## config.mk

```make
export PLATFORM = sky130hd
export DESIGN_NAME = led_tick_scheduler
export DESIGN_NICKNAME = d
export VERILOG_FILES = /design/src/rtl/led_tick_scheduler.sv
export SDC_FILE = /design/constraint.sdc
export NUM_CORES = 1
export LEC_CHECK = 0
export ABC_CLOCK_PERIOD_IN_PS = 8600
export BUFFER_PORTS_ARGS = -buffer_cell sky130_fd_sc_hd__buf_2
export CORE_MARGIN = 4
export CORE_UTILIZATION = 40
export CTS_CLUSTER_DIAMETER = 80
export CTS_CLUSTER_SIZE = 24
export DETAILED_ROUTE_END_ITERATION = 6
export GPL_TIMING_DRIVEN = 0
export PLACE_DENSITY = 0.53
export SYNTH_ARGS = -nofsm -noshare
export SYNTH_HDL_FRONTEND = slang
export SYNTH_SLANG_ARGS = --single-unit
export TNS_END_PERCENT = 10
```

## constraint.sdc

```tcl
create_clock -name clk -period 8.6 [get_ports clk]
set_input_delay 0.43 -clock clk [delete_from_list [all_inputs] [get_ports clk]]
set_output_delay 0.43 -clock clk [all_outputs]
set_load 0.1 [all_outputs]
```

## src/rtl/led_tick_scheduler.sv

```systemverilog
// LED sequencer: one shared prescaler times per-channel off/on/blink/burst sequences.
// Latency: a cfg write takes effect on its accept edge; tick, led and busy are registered.
// Backpressure: cfg_ready drops for one cycle after every accept (one write per 2 cycles).
module led_tick_scheduler #(
    parameter int NUM_CH     = 2,
    parameter int PRESCALE_W = 16,
    parameter int PERIOD_W   = 10,
    parameter int CH_W       = (NUM_CH > 1) ? $clog2(NUM_CH) : 1
) (
    input  logic                  clk,
    input  logic                  rst,
    input  logic [PRESCALE_W-1:0] prescale,
    output logic                  tick,
    input  logic                  cfg_valid,
    output logic                  cfg_ready,
    input  logic [CH_W-1:0]       cfg_ch,
    input  logic [1:0]            cfg_mode,
    input  logic [PERIOD_W-1:0]   cfg_period,
    input  logic [3:0]            cfg_count,
    output logic [NUM_CH-1:0]     led,
    output logic [NUM_CH-1:0]     busy
);

    typedef enum logic [1:0] {M_OFF, M_ON, M_BLINK, M_BURST} mode_t;
    typedef enum logic [1:0] {IDLE, ON_PH, OFF_PH} st_t;

    localparam logic [PERIOD_W-1:0] PER_ONE = PERIOD_W'(1);

    logic [PRESCALE_W-1:0] pcnt;
    logic                  tick_now;
    logic                  cfg_acc;
    logic                  ch_ok;

    // prescale is compared live, so lowering it below pcnt wraps on the next edge
    assign tick_now = (pcnt >= prescale);
    assign cfg_acc  = cfg_valid && cfg_ready;
    assign ch_ok    = (32'(cfg_ch) < 32'(NUM_CH));

    always_ff @(posedge clk or negedge rst) begin
        if (!rst) begin
            pcnt      <= '0;
            tick      <= 1'b0;
            cfg_ready <= 1'b1;
        end else begin
            if (tick_now) begin
                pcnt <= '0;
                tick <= 1'b1;
            end else begin
                pcnt <= pcnt + 1'b1;
                tick <= 1'b0;
            end
            cfg_ready <= !cfg_acc;
        end
    end

    for (genvar i = 0; i < NUM_CH; i++) begin : g_ch
        mode_t               mode;
        st_t                 st;
        logic [PERIOD_W-1:0] phase;
        logic [PERIOD_W-1:0] per;
        logic [3:0]          rem;
        logic                led_q;
        logic                busy_q;
        logic                hit;

        assign hit     = cfg_acc && ch_ok && (cfg_ch == CH_W'(i));
        assign led[i]  = led_q;
        assign busy[i] = busy_q;

        // a write on a tick edge takes priority, so that tick is not counted here
        always_ff @(posedge clk or negedge rst) begin
            if (!rst) begin
                mode   <= M_OFF;
                st     <= IDLE;
                phase  <= '0;
                per    <= PER_ONE;
                rem    <= '0;
                led_q  <= 1'b0;
                busy_q <= 1'b0;
            end else if (hit) begin
                mode  <= mode_t'(cfg_mode);
                phase <= '0;
                per   <= (cfg_period == '0) ? PER_ONE : cfg_period;
                rem   <= cfg_count;
                case (mode_t'(cfg_mode))
                    M_OFF: begin
                        st <= IDLE; led_q <= 1'b0; busy_q <= 1'b0;
                    end
                    M_ON: begin
                        st <= IDLE; led_q <= 1'b1; busy_q <= 1'b0;
                    end
                    M_BLINK: begin
                        st <= ON_PH; led_q <= 1'b1; busy_q <= 1'b1;
                    end
                    default: begin
                        if (cfg_count != 4'd0) begin
                            st <= ON_PH; led_q <= 1'b1; busy_q <= 1'b1;
                        end else begin
                            st <= IDLE; led_q <= 1'b0; busy_q <= 1'b0;
                        end
                    end
                endcase
            end else if (tick_now && st != IDLE) begin
                if (phase == per - PER_ONE) begin
                    phase <= '0;
                    if (st == ON_PH) begin
                        st    <= OFF_PH;
                        led_q <= 1'b0;
                        if (mode == M_BURST) rem <= rem - 4'd1;
                    end else if (mode == M_BLINK || rem != 4'd0) begin
                        st    <= ON_PH;
                        led_q <= 1'b1;
                    end else begin
                        st     <= IDLE;
                        led_q  <= 1'b0;
                        busy_q <= 1'b0;
                    end
                end else begin
                    phase <= phase + PER_ONE;
                end
            end
        end
    end

endmodule

```

After elaboration in Yosys (flattened, before gate mapping)
Index checks and enable logic that the tools add are counted.
Widths: inputs -> output; s select.
{ "op_classes": {"n_addsub": 7, "multipliers": 0, "n_div": 0, "order_cmp": 1, "n_eq_ne": 14, "n_shift": 0, "n_mux": 54, "bitwise_logic": 1, "n_reduce_logical": 31} }
{ "op_table": {"columns": ["cell", "count"], "rows": [
  ["$mux 10", 7],
  ["$mux 4", 10],
  ["$mux 1", 25],
  ["$add 10x1->10 const B", 2],
  ["$eq 10x10->1", 2],
  ["$reduce_bool 2->1", 10],
  ["$sub 10x1->10 const B", 2],
  ["$add 16x1->16 const B", 1],
  ["$ge 16x16->1", 1],
  ["$mux 16", 1],
  ["$mux 2", 8],
  ["$reduce_and 4->1", 4],
  ["$reduce_bool 4->1", 3],
  ["$eq 2x2->1 const B", 5],
  ["$logic_not 10->1", 1],
  ["$ne 2x2->1 const B", 4],
  ["$sub 4x1->4 const B", 2],
  ["$eq 2x1->1 const B", 3],
  ["$logic_and 1x1->1", 5],
  ["$pmux 1 s2", 2],
  ["$pmux 2 s2", 1],
  ["$reduce_and 2->1", 2],
  ["$reduce_or 2->1", 2],
  ["$logic_not 2->1", 1],
  ["3 further kinds", 4]
]} }
{ "word_totals": {"register_bits": 78, "latch_bits": 0, "mem_bits_rw": 0, "romBits": 0, "mem_count": 0} }

Depth between registers and ports, before layout
{ "logic_depth": {"ltp_word": 7, "mapped_depth": 11} }

Least setup slack after synthesis
OpenSTA, ideal clock, no wires.
{ "synth_path": {"path_type": "register to register", "start": "register g_ch[1].per[1]", "end": "register g_ch[1].rem[3]", "arrival_time_ns": 2.728, "required_ns": 8.518, "slack_ns": 5.790, "path_stages_with_launch": 10, "n_path_buf": 0, "cell_sequence": "dfrtp_1 inv_1 ha_1 or4b_4 nor4_2 nor3_1 a211oi_4 o211ai_4 or4_1 a31oi_1"} }
{ "synth_between": {"elab_chain_len": 4} }
{ "synth_rtl": {"columns": ["item", "line_no", "text"], "rows": [
  ["start, declared", "60", "logic [PERIOD_W-1:0] per;"],
  ["start signal, assigned", "83", "per <= (cfg_period == '0) ? PER_ONE : cfg_period;"],
  ["$sub 10x1->10", "104", "if (phase == per - PER_ONE) begin"],
  ["$eq 10x10->1", "104", null],
  ["$reduce_bool 2->1 (no source line)", null, null],
  ["$reduce_and 4->1 (no source line)", null, null],
  ["end signal, assigned", "84", "rem <= cfg_count;"],
  ["end signal, assigned", "109", "if (mode == M_BURST) rem <= rem - 4'd1;"],
  ["end, declared", "61", "logic [3:0] rem;"]
]} }
Every way passes these cells.
A chain may end at the register's enable or synchronous reset.

Final worst setup path
{ "layout_path": {"start": "register g_ch[0].per[0]", "end": "register g_ch[0].phase[9]"} }
{ "layout_between": {"elab_chain_len": 5} }
{ "layout_rtl": {"columns": ["item", "line_no", "text"], "rows": [
  ["start, declared", "60", null],
  ["start signal, assigned", "83", null],
  ["$sub 10x1->10", "104", null],
  ["$eq 10x10->1", "104", null],
  ["$mux 10", "104", null],
  ["$mux 10", "103", "end else if (tick_now && st != IDLE) begin"],
  ["$mux 10", "80", "end else if (hit) begin"],
  ["end signal, assigned", "119", "phase <= phase + PER_ONE;"],
  ["end, declared", "59", "logic [PERIOD_W-1:0] phase;"]
]} }
Every way passes these cells. The select of a mux whose other input is x is not followed.

==> impl_metrics.json <==
{
  "ys.flop_type": "dfrtp_1",
  "power_density_nw_per_um2": 216,
  "layout.cells.non_filler": 810,
  "synth-seq-cells": 78,
  "final_area_sq_um": 5770,
  "core-area_sq_um": 12200,
  "drc": 0,
  "synth_mux_area_share_pct": 1.20,
  "via_per_inst": 5.46,
  "outcome": "finished clean",
  "drv_slew": 0,
  "dr_total_vias": 4425,
  "min_to": "cfg_ready$_DFF_PN1_",
  "finalClockSkew_ps": 9.08,
  "antenna_cells": 0,
  "crit_path_start_kind": "flop",
  "reg2reg_slack_ps": 5300,
  "fmax_ghz": 0.303,
  "yosys.area_share.adder_pct": 6.74,
  "syn_avg_cell_area_sq_um": 8.60,
  "max_slew_margin_pct": 41.0,
  "cts_buffers": 9,
  "grt_pass1_wl_um": 21600,
  "nNetsFinal": 700,
  "grt_overflow": 0,
  "required_ps": 8800,
  "finish.utilization_pct": 47.4,
  "yosys.area_share.simple_pct": 27.2,
  "syn2layout_area_growth_pct": 15.1,
  "worstMarginPinSlew_ps": 883,
  "reg2reg_from": "g_ch[0].per[0]$_DFFE_PN1P_",
  "insertion_delay_ps": 340,
  "dieArea_sq_um": 14400,
  "worst-path-max-fanout": 10,
  "hp-start": "cfg_valid",
  "clk_pin_slew_worst_paths_ps": 60,
  "cts_tree": "built",
  "drtAntennaViolNets": 0,
  "min_path_type": "input port to flop",
  "synth-xor-area-share_pct": 6.11,
  "ys_types": 67,
  "async_reset_ff_share_pct": 100,
  "r2r_cells": 10,
  "postSynthCellCount": 583,
  "yosysTopAreaCell": "dfrtp_1",
  "gp_congestion": 0.813,
  "p_leak_nw": 2.61,
  "drtIter0Drc": 203,
  "end_kind": "flop",
  "yosysWarnings": 0,
  "dieWidth_um": 120,
  "setup-tns-final_ps": 0,
  "htree_levels": 3,
  "dp_hpwl_um": 9670,
  "power_mw": 1.24,
  "cts_max_path_buffers": 2,
  "numPortBuffers": 41,
  "routedWlPerCell_um": 15.9,
  "die_y_um": 120,
  "synth_top_family_by_area": "simple AND/OR/NAND/NOR gates",
  "synthesis.nets": 646,
  "synth_compound_area_share_pct": 15.1,
  "fin_crit_sh_pct": 38.4,
  "finalHoldViolations": 0,
  "cts-root-buf": "clkbuf_16",
  "track_usage_pct": 18.6,
  "reg2reg_to": "g_ch[0].phase[9]$_DFFE_PN0P_",
  "post-place-cells": 793,
  "antenna_found_initial": 0,
  "postRouteWirelength_um": 12900,
  "cts-resized-gates": 0,
  "fin_crit_ps": 3300,
  "dr.pass1.iters": 5,
  "arrival_ps": 3500,
  "setup_viol": 0,
  "netlist_top_cells_area": "dfrtp_1 (37%), ha_1 (6.7%), nand2_1 (6.4%), xnor2_1 (3.8%), nand3_1 (3.8%)",
  "start_util_pct": 41.2,
  "synth_edf_count": 0,
  "drv_cap": 0,
  "rsz0062_at_grt": "no",
  "synth_top_cell_area_share_pct": 37.4,
  "first_global_vias": 4257,
  "row_count": 40,
  "critical_path_class": "flop to flop",
  "cts_sinks": 78,
  "syn_area_sq_um": 5010,
  "place_area_sq_um": 5460,
  "drive_gt1_share_pct": 12.5,
  "hold_depth": 2,
  "ys_seq_area_share_pct": 39.0,
  "peakVddDrop_uv": 103,
  "grt_max_degree": 63,
  "io_pins": 42
}
-- layer usage --
layer,routed length [um],track usage (%),up-vias
li1,-,-,2192
met1,6350,27.0,2135
met2,5820,28.5,84
met3,564,3.68,14
met4,117,4.51,0
met5,0,0,-
-- how the worst max path moves through the flow --
stage               cells after the start  slack, ps                  startpoint                            to
floorplan                               9       5790  g_ch[1].per[1]$_DFFE_PN0P_    g_ch[1].rem[3]$_DFFE_PN0P_
global placement                        9       5370  g_ch[0].per[0]$_DFFE_PN1P_    g_ch[0].rem[0]$_DFFE_PN0P_
detailed placement                     10       5300                 prescale[0]  g_ch[1].phase[3]$_DFFE_PN0P_
CTS                                    10       5310  g_ch[1].per[1]$_DFFE_PN0P_  g_ch[1].phase[9]$_DFFE_PN0P_
global route                           10       5010           pcnt[0]$_DFF_PN0_  g_ch[1].phase[3]$_DFFE_PN0P_
finish                                 10       5300  g_ch[0].per[0]$_DFFE_PN1P_  g_ch[0].phase[9]$_DFFE_PN0P_
-- worst max-delay path, cell delays in order (launching register included) --
cell,delay [ps]
dfstp_2,590
inv_1,60
ha_1,240
nor4b_2,200
a21o_1,210
o311ai_0,530
o21ai_0,150
nand4b_1,510
clkbuf_1,380
nand3_1,170
a31oi_1,100
-- placed cells by master, fill, tap and decap left out, drive strengths merged, types with 3 or more instances in the layout --
cell     count
nand2       86
dfrtp       75
nor2        48
buf         48
nand3       38
inv         35
o21ai       31
ha          27
clkbuf      27
a21oi       22
xnor2       22
a31oi       16
xor2        13
nand4       11
and3        11
nor3         9
nand4b       9
or3          9
mux2i        6
nand2b       5
or4          5
nand3b       5
or2          5
nor4b        5
a211oi       5
and2         5
nor3b        4
nor2b        4
a21o         3
a2111oi      3
o31a         3
a22oi        3
o22ai        3
dfstp        3
clkinv       3
a21boi       3
nor4         3
-- metrics by stage --
step                setup slack (ps)  hold WS (ps)
finish                          5300           305
global route                    5010           328
CTS                             5310           309
detailed placement              5300           319
global placement                5370           480
floorplan                       5790           134
-- cell families after synthesis --
group	after synthesis
AOI/OAI and AO/OA	114
xor gates and xnor gates	35
adders and majority gates	27
buffers and inverters	56
DFF	78
muxes	6
and+or+nand+nor	267
-- cell type report --
| class | count | area, sq um |
|---|---|---|
| timing repair buffer | 43 | 245 |
| buffer | 21 | 97.6 |
| tap | 168 | 210 |
| fill | 1244 | 6390 |
| clock inverter | 4 | 45.0 |
| multi-input combinational | 449 | 2830 |
| inverter | 35 | 131 |
| clock buffer | 12 | 256 |
| sequential | 78 | 1960 |
-- cells in the mapped netlist, types with 4 or more instances --
cell,instances
a21oi_1,22
a31oi_1,16
and3_1,11
buf_4,5
clkbuf_1,15
dfrtp_1,75
ha_1,27
inv_1,35
mux2i_1,6
nand2_1,86
nand2b_1,5
nand3_1,38
nand3b_1,5
nand4_1,11
nand4b_1,9
nor2_1,48
nor2b_1,4
nor3_1,9
nor3b_1,4
nor4b_1,4
o21ai_0,30
or2_2,4
or3_1,7
or4_1,5
xnor2_1,22
xor2_1,13
-- flip-flops by register name, indices dropped and copies added, names as in the netlist, 2 cells and up --
| name | count |
|---|---|
| g_ch.busy_q | 2 |
| g_ch.st | 4 |
| g_ch.per | 20 |
| pcnt | 16 |
| g_ch.rem | 8 |
| g_ch.mode | 4 |
| g_ch.led_q | 2 |
| g_ch.phase | 20 |
-- power breakdown --
group	leakage, nW	internal (mW)	switching [mW]
Combinational	1.49	0.141	0.209
Clock	0.152	0.239	0.149
Sequential	0.969	0.431	0.0749
Total	2.61	0.811	0.433
-- timing repair --
item | CTS | global route
hold buffers | 1 | 0
buffers inserted | 0 | 0
hold endpoints to repair | 16 | 0
Power figures use the tool's default switching activity.
